<file path="src/rtl/ahb_dual_master_arbiter.sv">
// AHB-Lite arbiter sharing one slave between an instruction-fetch master (M0) and a
// load/store master (M1); address and data phase ownership are tracked separately.
module ahb_dual_master_arbiter #(
  parameter int ADDR_WIDTH    = 32,
  parameter int DATA_WIDTH    = 32,
  parameter int PRIORITY_MODE = 0
) (
  input  logic                  CLK,
  input  logic                  RST,
  input  logic [ADDR_WIDTH-1:0] m0_haddr,
  input  logic [1:0]            m0_htrans,
  input  logic                  m0_hwrite,
  input  logic [2:0]            m0_hsize,
  input  logic [2:0]            m0_hburst,
  input  logic [3:0]            m0_hprot,
  input  logic                  m0_hmastlock,
  input  logic [DATA_WIDTH-1:0] m0_hwdata,
  output logic [DATA_WIDTH-1:0] m0_hrdata,
  output logic                  m0_hready,
  output logic                  m0_hresp,
  input  logic [ADDR_WIDTH-1:0] m1_haddr,
  input  logic [1:0]            m1_htrans,
  input  logic                  m1_hwrite,
  input  logic [2:0]            m1_hsize,
  input  logic [2:0]            m1_hburst,
  input  logic [3:0]            m1_hprot,
  input  logic                  m1_hmastlock,
  input  logic [DATA_WIDTH-1:0] m1_hwdata,
  output logic [DATA_WIDTH-1:0] m1_hrdata,
  output logic                  m1_hready,
  output logic                  m1_hresp,
  output logic [ADDR_WIDTH-1:0] s_haddr,
  output logic [1:0]            s_htrans,
  output logic                  s_hwrite,
  output logic [2:0]            s_hsize,
  output logic [2:0]            s_hburst,
  output logic [3:0]            s_hprot,
  output logic                  s_hmastlock,
  output logic [DATA_WIDTH-1:0] s_hwdata,
  input  logic [DATA_WIDTH-1:0] s_hrdata,
  input  logic                  s_hready,
  input  logic                  s_hresp
);

  typedef enum logic [1:0] {OWN_NONE = 2'd0, OWN_M0 = 2'd1, OWN_M1 = 2'd2} owner_e;

  localparam logic [1:0] HTRANS_IDLE = 2'b00;
  localparam logic [1:0] HTRANS_BUSY = 2'b01;
  localparam logic [1:0] HTRANS_SEQ  = 2'b11;

  owner_e data_owner_q, data_owner_d;
  owner_e rr_last_q, rr_last_d;
  owner_e lock_owner_q, lock_owner_d;
  owner_e addr_owner_s;
  logic   m0_req_s, m1_req_s;
  logic   m0_burst_s, m1_burst_s;
  logic   addr_lock_s;

  assign m0_req_s   = m0_htrans[1];
  assign m1_req_s   = m1_htrans[1];
  // A data owner continuing its burst (SEQ or BUSY) keeps the address bus.
  assign m0_burst_s = (data_owner_q == OWN_M0) && ((m0_htrans == HTRANS_SEQ) || (m0_htrans == HTRANS_BUSY));
  assign m1_burst_s = (data_owner_q == OWN_M1) && ((m1_htrans == HTRANS_SEQ) || (m1_htrans == HTRANS_BUSY));

  assign m0_hrdata = s_hrdata;
  assign m1_hrdata = s_hrdata;

  always_ff @(posedge CLK) begin
    if (RST) begin
      data_owner_q <= OWN_NONE;
      rr_last_q    <= OWN_M1;
      lock_owner_q <= OWN_NONE;
    end else begin
      data_owner_q <= data_owner_d;
      rr_last_q    <= rr_last_d;
      lock_owner_q <= lock_owner_d;
    end
  end

  always_comb begin
    addr_owner_s = OWN_NONE;
    if (lock_owner_q != OWN_NONE) begin
      addr_owner_s = lock_owner_q;
    end else if (m0_burst_s) begin
      addr_owner_s = OWN_M0;
    end else if (m1_burst_s) begin
      addr_owner_s = OWN_M1;
    end else if (m0_req_s && m1_req_s) begin
      if (PRIORITY_MODE != 0) begin
        addr_owner_s = OWN_M1;
      end else if (rr_last_q == OWN_M0) begin
        addr_owner_s = OWN_M1;
      end else begin
        addr_owner_s = OWN_M0;
      end
    end else if (m0_req_s) begin
      addr_owner_s = OWN_M0;
    end else if (m1_req_s) begin
      addr_owner_s = OWN_M1;
    end else begin
      addr_owner_s = OWN_NONE;
    end
  end

  always_comb begin
    data_owner_d = data_owner_q;
    rr_last_d    = rr_last_q;
    lock_owner_d = lock_owner_q;
    case (addr_owner_s)
      OWN_M0:  addr_lock_s = m0_hmastlock;
      OWN_M1:  addr_lock_s = m1_hmastlock;
      default: addr_lock_s = 1'b0;
    endcase
    // Ownership only advances on an accepted transfer; a stalled slave freezes it.
    if (s_hready) begin
      data_owner_d = addr_owner_s;
      if (addr_owner_s != OWN_NONE) begin
        rr_last_d = addr_owner_s;
      end else begin
        rr_last_d = rr_last_q;
      end
      lock_owner_d = addr_lock_s ? addr_owner_s : OWN_NONE;
    end else begin
      data_owner_d = data_owner_q;
      rr_last_d    = rr_last_q;
      lock_owner_d = lock_owner_q;
    end
  end

  always_comb begin
    s_haddr     = '0;
    s_htrans    = HTRANS_IDLE;
    s_hwrite    = 1'b0;
    s_hsize     = 3'b000;
    s_hburst    = 3'b000;
    s_hprot     = 4'b0000;
    s_hmastlock = 1'b0;
    case (addr_owner_s)
      OWN_M0: begin
        s_haddr     = m0_haddr;
        s_htrans    = m0_htrans;
        s_hwrite    = m0_hwrite;
        s_hsize     = m0_hsize;
        s_hburst    = m0_hburst;
        s_hprot     = m0_hprot;
        s_hmastlock = m0_hmastlock;
      end
      OWN_M1: begin
        s_haddr     = m1_haddr;
        s_htrans    = m1_htrans;
        s_hwrite    = m1_hwrite;
        s_hsize     = m1_hsize;
        s_hburst    = m1_hburst;
        s_hprot     = m1_hprot;
        s_hmastlock = m1_hmastlock;
      end
      default: begin
        s_haddr  = '0;
        s_htrans = HTRANS_IDLE;
      end
    endcase
  end

  always_comb begin
    case (data_owner_q)
      OWN_M0:  s_hwdata = m0_hwdata;
      OWN_M1:  s_hwdata = m1_hwdata;
      default: s_hwdata = '0;
    endcase
  end

  // A requesting master that lost the address bus is held off through its HREADY.
  always_comb begin
    m0_hready = 1'b1;
    m0_hresp  = 1'b0;
    if (data_owner_q == OWN_M0) begin
      m0_hready = s_hready && ((addr_owner_s == OWN_M0) || !m0_req_s);
      m0_hresp  = s_hresp;
    end else if (m0_req_s && (addr_owner_s != OWN_M0)) begin
      m0_hready = 1'b0;
    end else begin
      m0_hready = 1'b1;
    end
  end

  always_comb begin
    m1_hready = 1'b1;
    m1_hresp  = 1'b0;
    if (data_owner_q == OWN_M1) begin
      m1_hready = s_hready && ((addr_owner_s == OWN_M1) || !m1_req_s);
      m1_hresp  = s_hresp;
    end else if (m1_req_s && (addr_owner_s != OWN_M1)) begin
      m1_hready = 1'b0;
    end else begin
      m1_hready = 1'b1;
    end
  end

endmodule

</file>
<file path="config.mk">
export PLATFORM = sky130hd
export DESIGN_NAME = ahb_dual_master_arbiter
export DESIGN_NICKNAME = d
export VERILOG_FILES = /design/src/rtl/ahb_dual_master_arbiter.sv
export SDC_FILE = /design/constraint.sdc
export NUM_CORES = 1
export LEC_CHECK = 0
export ABC_AREA = 1
export CAP_MARGIN = 10
export CORE_AREA = 5 5 127 129
export DETAILED_ROUTE_END_ITERATION = 10
export DIE_AREA = 0 0 132 134
export DONT_BUFFER_PORTS = 1
export GPL_TIMING_DRIVEN = 1
export HOLD_SLACK_MARGIN = 0.08
export PLACE_DENSITY_LB_ADDON = 0.15
export SYNTH_ARGS = -nofsm -noshare
export SYNTH_HDL_FRONTEND = slang
export SYNTH_SLANG_ARGS = --single-unit
</file>
<file path="constraint.sdc">
create_clock -name CLK -period 2.1 [get_ports CLK]
set_input_delay 0.42 -clock CLK [delete_from_list [all_inputs] [get_ports CLK]]
set_output_delay 0.42 -clock CLK [all_outputs]
set_load 0.05 [all_outputs]
</file>
==> impl_metrics.env <==
export IMPL_outcome="finished, violations left"
export IMPL_violations="negative setup slack"
export IMPL_cts_root_buffer="clkbuf_16"
export IMPL_gp_congestion=0.781
export IMPL_path_buf_inv=5
export IMPL_area_growth_pct=109
export IMPL_rows=45
export IMPL_rsz0062_at_grt="true"
export IMPL_hold_depth=1
export IMPL_yosysSeqAreaShare_pct=5.95
export IMPL_drive_gt1_share_pct=55.3
export IMPL_slowest_delay_ns=0.36
export IMPL_cts_hold_buf=0
export IMPL_fill_cells=1587
export IMPL_antenna_found_initial=0
export IMPL_wl_per_cell_um=20.9
export IMPL_overflow=0
export IMPL_path_class="flip-flop to output pin"
export IMPL_stdcell_count=604
export IMPL_fin_crit_sh_pct=118
export IMPL_die_w_um=132
export IMPL_drtIter0Drc=77
export IMPL_cts_sink_count=6
export IMPL_cp_end_kind="output pin"
export IMPL_top_layer_used="met4"
export IMPL_dp_cells=582
export IMPL_fp_dieH_um=134
export IMPL_finalSetupViolations=51
export IMPL_maxSlewHeadroom_pct=71.8
export IMPL_worstPathCellList="inv_2 -> ha_4 -> a21oi_4 -> nand2_1 -> nand2_2 -> inv_4 -> ha_4 -> inv_12 -> buf_16 -> a21oi_4 -> buf_12"
export IMPL_drc_errors=0
export IMPL_ys_warnings_count=0
export IMPL_met3_length_um=1720
export IMPL_synth_cell_types=23
export IMPL_p_leak_uw=0.00146
export IMPL_cp_slowest_cell="dfxtp_4"
export IMPL_power_density_nw_per_um2=597
export IMPL_netlist_instances=383
export IMPL_cts_htree_levels=1
export IMPL_cts_tree="yes"
export IMPL_clk_path_buf_depth=2
export IMPL_wl_um=12700
export IMPL_cp_top_family="buffers and inverters"
export IMPL_syn_area_um2=2020
export IMPL_ff2ff_path_depth=14
export IMPL_ant_nets=0
export IMPL_setup_worst_path_start_class="flip-flop"
export IMPL_total_power_uw=2520
export IMPL_drtPass1Iterations=4
export IMPL_hp_class="primary input to flip-flop"
export IMPL_num_vias=2634
export IMPL_die_area_um2=17700
export IMPL_hold_end="data_owner_q[1]$_SDFFE_PP0P_"
export IMPL_tightest_slew_ns=0.422
export IMPL_core_area_um2=14900
export IMPL_met1_length_um=3780
export IMPL_drv_cap=0
export IMPL_grt_max_degree=35
export IMPL_met2WireLength_um=6930
export IMPL_worst_clock_skew_ns=0.00371
export IMPL_path_clk_slew_ns=0.03
export IMPL_worstPathMaxFanout=10
export IMPL_hold_violations=0
export IMPL_max_freq_mhz=403
export IMPL_grt_pass1_vias=2784
export IMPL_grt_total_usage_pct=12.8
export IMPL_reg2reg_from="data_owner_q[1]$_SDFFE_PP0P_"
export IMPL_cp_data_required_time_ns=1.68
export IMPL_crit_start="data_owner_q[1]$_SDFFE_PP0P_"
export IMPL_postSynthAreaPerCell_um2=5.27
export IMPL_dp_hpwl_um=10400
export IMPL_io_pins=338
export IMPL_cts_buffers=3
export IMPL_rrSetupSlack_ns=-0.05
export IMPL_arrival_ns=2.06
export IMPL_nNetsFinal=615
export IMPL_avgViaCountPerCell=4.36
export IMPL_multi_input_comb_area_um2=1950
export IMPL_insertion_delay_ns=0.23
export IMPL_fin_ws_ns=-0.379
export IMPL_ir_worst_vdd_uv=243
export IMPL_r2r_end="lock_owner_q[0]$_SDFFE_PP0P_"
export IMPL_syn_num_nets=580
export IMPL_portBuffers=0
export IMPL_regArea_um2=128
export IMPL_grt_pass1_wl_um=17700
export IMPL_cp_num_cells=11
export IMPL_finalHoldWorstSlack_ns=0.251
export IMPL_ys_ff_latch=6
export IMPL_diodes=0
export IMPL_min_from="RST"
export IMPL_fin_crit_ns=2.48
export IMPL_slew_viol_final=0
export IMPL_start_util_pct=13.5
[sequential cells by signal, indices dropped and copies added (netlist names)]
| name | flops |
|---|---|
| data_owner_q | 2 |
| lock_owner_q | 2 |
| rr_last_q | 2 |
[Yosys cell counts]
cell type,number,share of area [%]
a21oi_1,82,20
a21oi_2,1,0.43
a21oi_4,1,0.81
buf_1,4,0.74
buf_2,16,4.0
buf_4,64,24
buf_6,2,1.1
clkbuf_1,3,0.56
dfxtp_1,6,5.9
ha_1,5,3.1
inv_1,12,2.2
inv_2,3,0.56
nand2_1,169,31
nand2_2,3,0.93
nand2_4,1,0.56
nand3_1,2,0.50
nand3_2,2,0.99
nand4_1,1,0.31
nor2_2,1,0.31
o211ai_1,1,0.37
o21ai_0,2,0.50
o21ai_1,1,0.25
or2_1,1,0.31
[layout by cell type (no fill, tap or decap), drive strengths merged]
master	synthesis	final
a21oi	84	84
buf	86	116
clkbuf	3	5
dfxtp	6	6
ha	5	5
inv	15	16
nand2	173	173
nand3	4	4
nand4	1	1
nor2	1	1
o211ai	1	1
o21ai	3	3
or2	1	1
[through the flow]
step | setup slack [ns] | TNS, ns | area (µm²) | utilization [%]
floorplan | -0.160 | -6.70 | 2710 | -
global placement | -0.149 | -5.58 | 3670 | 24.6
detailed placement | -0.149 | -5.90 | 3670 | 24.6
CTS | -0.367 | -16.65 | 4100 | 27.5
global route | -0.450 | -21.36 | 4220 | 28.3
finish | -0.379 | -16.90 | 4220 | 28.3
[report_power, final]
group	total (µW)	internal (µW)	leakage [µW]	switching, µW
clock network	311	245	0.0000370	66.5
registers	128	122	0.0000506	6.03
logic	2080	917	0.00137	1160
total	2520	1280	0.00146	1240
[cell type report]
| cell class | count | area share (%) |
|---|---|---|
| Inverter | 15 | 1.81 |
| Sequential cell | 6 | 3.03 |
| Clock buffer | 3 | 1.78 |
| Multi-Input combinational cell | 273 | 46.2 |
| Tap cell | 188 | 5.58 |
| Timing Repair inverter | 1 | 0.208 |
| Timing Repair Buffer | 118 | 41.4 |
[timing repair]
item,in CTS,in global routing
endpoints found under the setup margin,58,80
cloned,5,2
pin swaps,14,10
resized for setup,41,25
buffers inserted,12,2
[metal layers]
| metal | track usage [%] | vias to the layer above |
|---|---|---|
| met5 | 0.278 | - |
| met4 | 2.34 | 0 |
| met3 | 7.46 | 14 |
| met2 | 24.8 | 205 |
| met1 | 11.5 | 1198 |
| li1 | - | 1217 |
[worst max path at each step]
stage / endpoint / slack [ns]
6_report: s_haddr[2] / -0.38
5_1_grt: s_haddr[3] / -0.45
4_1_cts: s_haddr[16] / -0.37
3_5_place_dp: s_haddr[4] / -0.15
3_3_place_gp: s_haddr[4] / -0.15
2_1_floorplan: s_haddr[0] / -0.16
[cell families after synthesis]
| logic type | Yosys count | synth area share, % |
|---|---|---|
| buffers and inverters | 104 | 33.0 |
| adders and majority gates | 5 | 3.10 |
| DFF | 6 | 5.95 |
| and+or+nand+nor | 180 | 35.3 |
| AOI/OAI and AO/OA | 88 | 22.7 |
Power figures use the tool's default switching activity.
